--- config.mk ---
export PLATFORM = sky130hd
export DESIGN_NAME = mem_width_adapter_flat
export DESIGN_NICKNAME = d
export VERILOG_FILES = /design/src/rtl/mem_width_adapter_if.sv /design/src/rtl/mem_width_adapter.sv /design/src/flat_wrapper.sv
export SDC_FILE = /design/constraint.sdc
export NUM_CORES = 1
export LEC_CHECK = 0
export BUFFER_PORTS_ARGS = -buffer_cell sky130_fd_sc_hd__buf_2
export CAP_MARGIN = 20
export CORE_ASPECT_RATIO = 0.7
export CORE_UTILIZATION = 50
export CTS_BUF_LIST = sky130_fd_sc_hd__clkbuf_16
export DETAILED_ROUTE_END_ITERATION = 8
export PLACE_DENSITY = 0.76
export SLEW_MARGIN = 0
export SYNTH_ARGS = -nofsm -noshare
export SYNTH_HDL_FRONTEND = slang
export SYNTH_SLANG_ARGS = --single-unit
export TNS_END_PERCENT = 5
--- constraint.sdc ---
create_clock -name clk -period 4.7 [get_ports clk]
set_input_delay 0.94 -clock clk [delete_from_list [all_inputs] [get_ports clk]]
set_output_delay 0.94 -clock clk [all_outputs]
set_load 0.03 [all_outputs]
--- src/rtl/mem_width_adapter_if.sv ---
// Bundles the upstream memory request/response signals and the 16-bit PHY
// beat port. The adapter uses the slave view; the environment uses master.
interface mem_width_adapter_if #(
  parameter int HADDR_W = 25
);
  logic               mem_rd;
  logic               mem_wr;
  logic [HADDR_W:0]   mem_addr;
  logic [1:0]         mem_data_width;
  logic [31:0]        mem_wr_data;
  logic               mem_rd_ready;
  logic               mem_wr_ready;
  logic [31:0]        mem_rd_data;
  logic               mem_rd_valid;
  logic               phy_cmd_valid;
  logic               phy_cmd_ready;
  logic               phy_we;
  logic [HADDR_W-1:0] phy_addr;
  logic [1:0]         phy_be;
  logic [15:0]        phy_wdata;
  logic               phy_rd_valid;
  logic [15:0]        phy_rd_data;

  modport slave (
    input  mem_rd, mem_wr, mem_addr, mem_data_width, mem_wr_data,
    output mem_rd_ready, mem_wr_ready, mem_rd_data, mem_rd_valid,
    output phy_cmd_valid, phy_we, phy_addr, phy_be, phy_wdata,
    input  phy_cmd_ready, phy_rd_valid, phy_rd_data
  );

  modport master (
    output mem_rd, mem_wr, mem_addr, mem_data_width, mem_wr_data,
    input  mem_rd_ready, mem_wr_ready, mem_rd_data, mem_rd_valid,
    input  phy_cmd_valid, phy_we, phy_addr, phy_be, phy_wdata,
    output phy_cmd_ready, phy_rd_valid, phy_rd_data
  );
endinterface

--- src/rtl/mem_width_adapter.sv ---
// Splits byte/halfword/word memory requests into 16-bit PHY beats (one
// outstanding), little-endian for words, byte enables for sub-halfword writes.
//
// state    | meaning
// IDLE     | ready for a request; captures write (priority) or read
// ISSUE_LO | first beat command presented until accepted
// WAIT_LO  | read: waiting for first beat data
// ISSUE_HI | word access: second beat command presented until accepted
// WAIT_HI  | word read: waiting for second beat data
module mem_width_adapter #(
  parameter int HADDR_W = 25
) (
  input logic                clk,
  input logic                rst,
  mem_width_adapter_if.slave bus
);

  typedef enum logic [2:0] {IDLE, ISSUE_LO, WAIT_LO, ISSUE_HI, WAIT_HI} state_t;

  state_t             state, state_nxt;
  logic               is_wr_q, is_wr_nxt;
  logic [1:0]         width_q, width_nxt;
  logic [HADDR_W:0]   addr_q, addr_nxt;
  logic [31:0]        wd_q, wd_nxt;
  logic [15:0]        lo_q, lo_nxt;
  logic               cmd_valid_q, cmd_valid_nxt;
  logic               we_q, we_nxt;
  logic [HADDR_W-1:0] paddr_q, paddr_nxt;
  logic [1:0]         be_q, be_nxt;
  logic [15:0]        wdata_q, wdata_nxt;
  logic [31:0]        rd_data_q, rd_data_nxt;
  logic               rd_valid_q, rd_valid_nxt;

  logic               is_word, is_byte;
  logic [HADDR_W-1:0] hi_addr;
  logic [7:0]         lane;

  assign is_word = width_q[1];
  assign is_byte = (width_q == 2'b00);
  // Wraps modulo 2^HADDR_W at the top of memory.
  assign hi_addr = addr_q[HADDR_W:1] + HADDR_W'(1);
  assign lane    = addr_q[0] ? bus.phy_rd_data[15:8] : bus.phy_rd_data[7:0];

  always_comb begin
    state_nxt     = state;
    is_wr_nxt     = is_wr_q;
    width_nxt     = width_q;
    addr_nxt      = addr_q;
    wd_nxt        = wd_q;
    lo_nxt        = lo_q;
    cmd_valid_nxt = cmd_valid_q;
    we_nxt        = we_q;
    paddr_nxt     = paddr_q;
    be_nxt        = be_q;
    wdata_nxt     = wdata_q;
    rd_data_nxt   = rd_data_q;
    rd_valid_nxt  = 1'b0;
    case (state)
      IDLE: begin
        if (bus.mem_wr || bus.mem_rd) begin
          is_wr_nxt     = bus.mem_wr;
          width_nxt     = bus.mem_data_width;
          addr_nxt      = bus.mem_addr;
          wd_nxt        = bus.mem_wr_data;
          cmd_valid_nxt = 1'b1;
          we_nxt        = bus.mem_wr;
          paddr_nxt     = bus.mem_addr[HADDR_W:1];
          if (bus.mem_data_width == 2'b00) begin
            be_nxt    = bus.mem_addr[0] ? 2'b10 : 2'b01;
            wdata_nxt = {bus.mem_wr_data[7:0], bus.mem_wr_data[7:0]};
          end else begin
            be_nxt    = 2'b11;
            wdata_nxt = bus.mem_wr_data[15:0];
          end
          state_nxt = ISSUE_LO;
        end
      end
      ISSUE_LO: begin
        if (bus.phy_cmd_ready) begin
          if (is_wr_q && is_word) begin
            paddr_nxt = hi_addr;
            be_nxt    = 2'b11;
            wdata_nxt = wd_q[31:16];
            state_nxt = ISSUE_HI;
          end else begin
            cmd_valid_nxt = 1'b0;
            state_nxt     = is_wr_q ? IDLE : WAIT_LO;
          end
        end
      end
      WAIT_LO: begin
        if (bus.phy_rd_valid) begin
          lo_nxt = bus.phy_rd_data;
          if (is_word) begin
            cmd_valid_nxt = 1'b1;
            paddr_nxt     = hi_addr;
            be_nxt        = 2'b11;
            state_nxt     = ISSUE_HI;
          end else begin
            rd_valid_nxt = 1'b1;
            rd_data_nxt  = is_byte ? {24'h0, lane} : {16'h0, bus.phy_rd_data};
            state_nxt    = IDLE;
          end
        end
      end
      ISSUE_HI: begin
        if (bus.phy_cmd_ready) begin
          cmd_valid_nxt = 1'b0;
          state_nxt     = is_wr_q ? IDLE : WAIT_HI;
        end
      end
      WAIT_HI: begin
        if (bus.phy_rd_valid) begin
          rd_valid_nxt = 1'b1;
          rd_data_nxt  = {bus.phy_rd_data, lo_q};
          state_nxt    = IDLE;
        end
      end
      default: state_nxt = IDLE;
    endcase
  end

  always_ff @(posedge clk) begin
    if (rst) begin
      state       <= IDLE;
      is_wr_q     <= 1'b0;
      width_q     <= 2'b00;
      addr_q      <= '0;
      wd_q        <= '0;
      lo_q        <= '0;
      cmd_valid_q <= 1'b0;
      we_q        <= 1'b0;
      paddr_q     <= '0;
      be_q        <= 2'b00;
      wdata_q     <= '0;
      rd_data_q   <= '0;
      rd_valid_q  <= 1'b0;
    end else begin
      state       <= state_nxt;
      is_wr_q     <= is_wr_nxt;
      width_q     <= width_nxt;
      addr_q      <= addr_nxt;
      wd_q        <= wd_nxt;
      lo_q        <= lo_nxt;
      cmd_valid_q <= cmd_valid_nxt;
      we_q        <= we_nxt;
      paddr_q     <= paddr_nxt;
      be_q        <= be_nxt;
      wdata_q     <= wdata_nxt;
      rd_data_q   <= rd_data_nxt;
      rd_valid_q  <= rd_valid_nxt;
    end
  end

  assign bus.mem_rd_ready  = (state == IDLE);
  assign bus.mem_wr_ready  = (state == IDLE);
  assign bus.mem_rd_data   = rd_data_q;
  assign bus.mem_rd_valid  = rd_valid_q;
  assign bus.phy_cmd_valid = cmd_valid_q;
  assign bus.phy_we        = we_q;
  assign bus.phy_addr      = paddr_q;
  assign bus.phy_be        = be_q;
  assign bus.phy_wdata     = wdata_q;

endmodule

--- src/flat_wrapper.sv ---
// flat-port wrapper written by rule: the top's interface ports become plain ports
module mem_width_adapter_flat 
#(
  parameter int HADDR_W = 25
)
  (clk, rst, bus_mem_rd, bus_mem_wr, bus_mem_addr, bus_mem_data_width, bus_mem_wr_data, bus_mem_rd_ready, bus_mem_wr_ready, bus_mem_rd_data, bus_mem_rd_valid, bus_phy_cmd_valid, bus_phy_we, bus_phy_addr, bus_phy_be, bus_phy_wdata, bus_phy_cmd_ready, bus_phy_rd_valid, bus_phy_rd_data);
  mem_width_adapter_if #(.HADDR_W(HADDR_W)) bus_i ();
  input logic clk;
  input logic rst;
  input wire logic [$bits(bus_i.mem_rd)-1:0] bus_mem_rd;
  input wire logic [$bits(bus_i.mem_wr)-1:0] bus_mem_wr;
  input wire logic [$bits(bus_i.mem_addr)-1:0] bus_mem_addr;
  input wire logic [$bits(bus_i.mem_data_width)-1:0] bus_mem_data_width;
  input wire logic [$bits(bus_i.mem_wr_data)-1:0] bus_mem_wr_data;
  output wire logic [$bits(bus_i.mem_rd_ready)-1:0] bus_mem_rd_ready;
  output wire logic [$bits(bus_i.mem_wr_ready)-1:0] bus_mem_wr_ready;
  output wire logic [$bits(bus_i.mem_rd_data)-1:0] bus_mem_rd_data;
  output wire logic [$bits(bus_i.mem_rd_valid)-1:0] bus_mem_rd_valid;
  output wire logic [$bits(bus_i.phy_cmd_valid)-1:0] bus_phy_cmd_valid;
  output wire logic [$bits(bus_i.phy_we)-1:0] bus_phy_we;
  output wire logic [$bits(bus_i.phy_addr)-1:0] bus_phy_addr;
  output wire logic [$bits(bus_i.phy_be)-1:0] bus_phy_be;
  output wire logic [$bits(bus_i.phy_wdata)-1:0] bus_phy_wdata;
  input wire logic [$bits(bus_i.phy_cmd_ready)-1:0] bus_phy_cmd_ready;
  input wire logic [$bits(bus_i.phy_rd_valid)-1:0] bus_phy_rd_valid;
  input wire logic [$bits(bus_i.phy_rd_data)-1:0] bus_phy_rd_data;
  assign bus_i.mem_rd = bus_mem_rd;
  assign bus_i.mem_wr = bus_mem_wr;
  assign bus_i.mem_addr = bus_mem_addr;
  assign bus_i.mem_data_width = bus_mem_data_width;
  assign bus_i.mem_wr_data = bus_mem_wr_data;
  assign bus_mem_rd_ready = bus_i.mem_rd_ready;
  assign bus_mem_wr_ready = bus_i.mem_wr_ready;
  assign bus_mem_rd_data = bus_i.mem_rd_data;
  assign bus_mem_rd_valid = bus_i.mem_rd_valid;
  assign bus_phy_cmd_valid = bus_i.phy_cmd_valid;
  assign bus_phy_we = bus_i.phy_we;
  assign bus_phy_addr = bus_i.phy_addr;
  assign bus_phy_be = bus_i.phy_be;
  assign bus_phy_wdata = bus_i.phy_wdata;
  assign bus_i.phy_cmd_ready = bus_phy_cmd_ready;
  assign bus_i.phy_rd_valid = bus_phy_rd_valid;
  assign bus_i.phy_rd_data = bus_phy_rd_data;
  mem_width_adapter #(.HADDR_W(HADDR_W)) u_core (.clk(clk), .rst(rst), .bus(bus_i));
endmodule
* Yosys cells after proc, flatten, opt, wreduce, memory -nomap -nowiden *
Index checks and enable logic that the tools add are counted.

operators by class
  mux-type cells = 46
  bitwise gates (word level) = 0
  $add $sub $neg = 1
  $lt $le $gt $ge = 0
  multiply operators = 0
  reduce and logical (&&, ||, !) cells = 16
  div/mod/pow operators = 0
  equality and inequality tests = 13
  shifts and indexed selects = 0

operator list
  kind                     count
  $mux W25                 5
  $mux W32                 3
  $mux W16                 5
  $pmux W25 S3             1
  $pmux W32 S2             1
  $pmux W16 S2             1
  $add A25 B1 Y25 const B  1
  $mux W3                  7
  $mux W2                  9
  $pmux W3 S5              1
  $ne A2 B2 Y1 const B     6
  $mux W1                  9
  $mux W8                  1
  $reduce_and A4 Y1        2
  $reduce_and A7 Y1        1
  $eq A3 B2 Y1 const B     2
  $ne A2 B1 Y1 const B     3
  $pmux W2 S3              1
  $reduce_and A6 Y1        1
  $reduce_and A5 Y1        1
  $logic_not A2 Y1         2
  $pmux W1 S4              1
  $reduce_and A2 Y1        2
  $reduce_bool A2 Y1       2
  other kinds (8)          8

storage, ports and cells
  output and inout port bits = 80
  bits in read-only memories = 0
  RAM bits = 0
  bits in latches = 0
  memories kept = 0
  register bits after elaboration = 157

* Longest topological paths before layout *
  word-level depth = 5
  depth in mapped cells = 8

* Worst setup path before layout *
OpenSTA, ideal clock, no wires.

  path kind = input to register
  start = input bus_phy_cmd_ready
  end = register u_core.paddr_q[23], in the netlist u_core.bus.phy_addr[23]
  stages on the path = 8
  slack = 2.353 ns
  required time = 4.566 ns
  data arrival time = 2.213 ns
  setup time = 0.134 ns
  cells stage by stage = clkbuf_2 > nor2_2 > a221o_1 > or2_1 > buf_6 > buf_2 > a21boi_0 > o22ai_1

on the way
  word-level cells in the longest chain between the ends = 2

RTL lines
  what                         RTL line                  source
  start, declared              flat_wrapper.sv:24        input wire logic [$bits(bus_i.phy_cmd_ready)-1:0] bus_phy_cmd_ready;
  $ne A2 B2 Y1 (no line)       -
  $reduce_and A6 Y1 (no line)  -
  end signal, assigned         mem_width_adapter.sv:147  paddr_q <= paddr_nxt;
  end, declared                mem_width_adapter.sv:28   logic [HADDR_W-1:0] paddr_q, paddr_nxt;

Every way passes these cells.
A chain may end at the register's enable or synchronous reset.

* Worst setup path after layout *
  start = register u_core.state[0]
  end = register u_core.wdata_q[12], in the netlist u_core.bus.phy_wdata[12]

on the way
  word-level cells in the longest chain between the ends = 3

RTL lines
  what                                                     RTL line                  source
  start, declared                                          mem_width_adapter.sv:20   state_t state, state_nxt;
  start signal, assigned                                   mem_width_adapter.sv:139  state <= state_nxt;
  $eq A3 B1 Y1 / $logic_not A3 Y1 (equally long branches)  mem_width_adapter.sv:58   case (state)
  $ne A2 B1 Y1 (no line), or another cell as far along     -
  $reduce_and A4 Y1 (no line)                              -
  end signal, assigned                                     mem_width_adapter.sv:149  wdata_q <= wdata_nxt;
  end, declared                                            mem_width_adapter.sv:30   logic [15:0] wdata_q, wdata_nxt;

Several ways; a longest one is shown, not always the timed one.

==> impl_metrics.py <==
metrics = {
    "detailed_routing": {
        "remaining_drc_errors": 0,
        "wl_per_cell_um": 15.4,
        "dr.pass1.iters": 6,
        "vias_per_cell": 5.50,
        "drtAntennaViolNets": 0,
        "drt_iter0_markers": 403,
        "wl_mm": 16.5,
        "num_vias": 5867,
    },
    "floorplan": {
        "rows": 33,
        "die_h_um": 95.1,
        "start_util_pct": 52.0,
        "die_w_um": 135,
        "die-area_um2": 12800,
        "ios": 162,
        "core_um2": 11900,
    },
    "logic_synthesis": {
        "ys.flop_type": "dfxtp_1",
        "ys_seq_area_share_pct": 45.6,
        "yosys-top-cells-area": "dfxtp_1, nand2_1, a21oi_1, nor2_1, mux2i_1",
        "async_flop_share_pct": 0,
        "yosysTopAreaCellShare_pct": 45.6,
        "synth.distinct_cells": 53,
        "synth.area.mux_share_pct": 2.75,
        "synth_top_family_by_area": "simple AND/OR/NAND/NOR gates",
        "synth_cells": 775,
        "ys_warn_count": 0,
        "synthXorXnorAreaFrac_pct": 3.11,
        "synthTopCellsByCount": "nand2_1, dfxtp_1, a21oi_1",
        "synth_edf_count": 0,
        "netlist_area_um2": 6190,
        "synth-simple-area-share_pct": 23.6,
        "syn_nets": 858,
        "post_synth.cell_area_avg_um2": 7.98,
        "synthAdderAreaFrac_pct": 0.202,
        "synth_compound_area_share_pct": 19.8,
        "ys_ff_latch": 141,
        "yosys.area.top_type": "dfxtp_1",
        "yosysMostFrequentCell": "nand2_1",
    },
    "global_route": {
        "use_met3_pct": 6.38,
        "grt_util_met1_pct": 38.2,
        "grt_pass1_wl_mm": 26.6,
        "grt_pass1_vias": 5283,
        "antenna_found_initial": 0,
        "grt_use_met2_pct": 39.0,
        "grt_use_total_pct": 26.6,
        "overflow": 0,
        "grt_max_degree": 85,
        "grt-busiest-layer": "met2",
    },
    "final_layout": {
        "drive_above_1_share_pct": 22.6,
        "fill_cells": 1044,
        "num-nets-final": 982,
        "syn2layout_area_growth_pct": 22.4,
        "n_antenna_cell": 0,
    },
    "sta": {
        "max_freq_ghz": 0.372,
        "slew_headroom_pct": 29.6,
        "period_minus_slack_ns": 2.69,
        "tightest_slew_ns": 1.06,
        "hold_violations": 0,
        "drv_slew": 0,
        "grt_setup_unrepaired": "no",
        "tns_ns": 0,
        "clock_skew_ns": 0.00989,
        "finalSetupViolations": 0,
        "finalCritPeriodShare_pct": 57.2,
    },
    "power": {
        "power_density_nw_per_um2": 461,
        "leakage_nw": 3.14,
        "power_w": 0.00349,
        "ir_drop_mv": 0.299,
    },
    "clocking": {
        "clk_latency_ns": 0.41,
        "path_clk_slew_ns": 0.06,
        "clockBufferDepth": 2,
        "cts-resized-gates": 0,
        "postCtsSetupRepairBufs": 0,
        "clock-sinks": 141,
        "hold_buffers": 0,
        "cts_root_buf": "clkbuf_16",
        "cts_made_buffers": 17,
        "htree_num_levels": 4,
        "cts_tree": "yes",
    },
    "worst_setup_path": {
        "crit_path_max_fanout": 33,
        "cp-start-kind": "flop",
        "path_buf_inv": 0,
        "crit_required_ns": 5.04,
        "path_delay_family": "simple AND/OR/NAND/NOR gates",
        "path_class": "reg -> reg",
        "path_cells": "nor3_2 -> nor2b_4 -> a21o_2 -> o211ai_1 -> a21oi_1",
        "cp-startpoint": "u_core.state[0]",
        "crit_arrival_ns": 3.02,
        "reg2reg_from": "u_core.state[0]",
        "slowest_stage": "nor2b_4",
        "crit_path_end_kind": "flop",
        "slowest_delay_ns": 0.80,
    },
    "worst_hold_path": {
        "hold_start": "u_core.bus.mem_rd_data[0]",
        "hp-class": "reg -> reg",
    },
    "placed_design": {
        "gp_congestion": 0.847,
        "port_buffers": 161,
        "dpl.hpwl_mm": 11.2,
    },
    "run": {
        "drv_cap": 0,
    },
    "status": {
        "status": "finished clean",
    },
}
[final cells by class]
| class | count | area (um^2) | share of cell area (%) |
|---|---|---|---|
| multi-input cells | 569 | 3080 | 40.7 |
| flip-flops and latches | 141 | 2820 | 37.3 |
| repair buffers | 168 | 901 | 11.9 |
| clock buffers | 17 | 425 | 5.62 |
| well taps | 157 | 196 | 2.60 |
| clock inverters | 13 | 134 | 1.77 |
| inverters | 2 | 7.51 | 0.0992 |
[where the power goes]
part	internal [W]	switching [W]
clock network	0.000813	0.000485
logic	0.000267	0.000519
registers	0.00131	0.0000895
total	0.00239	0.00109
[final timing paths]
path	endpoint	slack [ns]	depth (start not counted)
max	u_core.bus.phy_wdata[12]	2.01	5
min	u_core.bus.mem_rd_data[0]	0.45	2
min reg2reg	u_core.bus.mem_rd_data[0]	0.45	2
max reg2reg	u_core.bus.phy_wdata[12]	2.01	5
[layer usage]
metal | up-vias | routed length, um
li1 | 2940 | -
met1 | 2671 | 7880
met2 | 239 | 7070
met3 | 17 | 1340
met4 | 0 | 183
met5 | - | 0
[cell families after synthesis]
group / after synthesis
compound gates: 192
xor+xnor: 22
fa+ha+maj: 1
buf+inv: 65
flops: 141
mux: 17
simple gates: 337
[placed cells by master (no fill, tap or decap), types with 3 or more instances in the layout]
cell type / Yosys / final
nand3_1: 30 / 30
a211o_1: 10 / 10
o22ai_1: 5 / 5
nor3_1: 6 / 6
bufinv_16: 0 / 3
o21ai_0: 10 / 10
buf_4: 4 / 6
a211oi_1: 9 / 9
buf_2: 10 / 160
nand2b_1: 6 / 6
nor2_1: 61 / 61
a22oi_1: 17 / 17
o211ai_1: 22 / 22
clkinv_1: 0 / 3
xor2_1: 13 / 13
nand4_1: 13 / 13
a21boi_0: 5 / 5
xnor2_1: 9 / 9
clkinv_2: 0 / 5
clkbuf_16: 0 / 17
mux2i_1: 17 / 17
nand2_1: 191 / 191
nor4_1: 3 / 3
inv_1: 2 / 4
a21oi_1: 91 / 91
and3_1: 3 / 3
dfxtp_1: 141 / 141
a311oi_1: 11 / 11
[worst min-delay path: cells and delay by family, from the launching register on]
kind	cells	cell delay (ns)
and+or+nand+nor	1	0.05
DFF	1	0.30
AOI/OAI and AO/OA	1	0.05
[state kept, by name (all words and copies together), names as in the netlist]
| signal | flops |
|---|---|
| u_core.bus.mem_rd_data | 32 |
| u_core.addr_q | 26 |
| u_core.bus.phy_addr | 25 |
| u_core.bus.phy_wdata | 16 |
| u_core.lo_q | 16 |
| u_core.wd_q | 16 |
| u_core.state | 3 |
| u_core.bus.phy_be | 2 |
| u_core.width_q | 2 |
| u_core.bus.mem_rd_valid | 1 |
| u_core.bus.phy_cmd_valid | 1 |
| u_core.bus.phy_we | 1 |
[metrics by stage]
stage	area (um^2)	hold slack, ns	std cells	utilization [%]	setup WS [ns]
finish	7570	0.451	1067	63.6	2.01
global route	7570	0.465	1067	63.6	1.76
CTS	7530	0.451	1065	63.4	2.05
detailed placement	6970	0.443	1035	58.6	1.77
global placement	6950	0.439	1034	58.4	1.86
floorplan	6190	0.432	775	-	2.35
No activity file was read; power rests on OpenSTA's default activity.
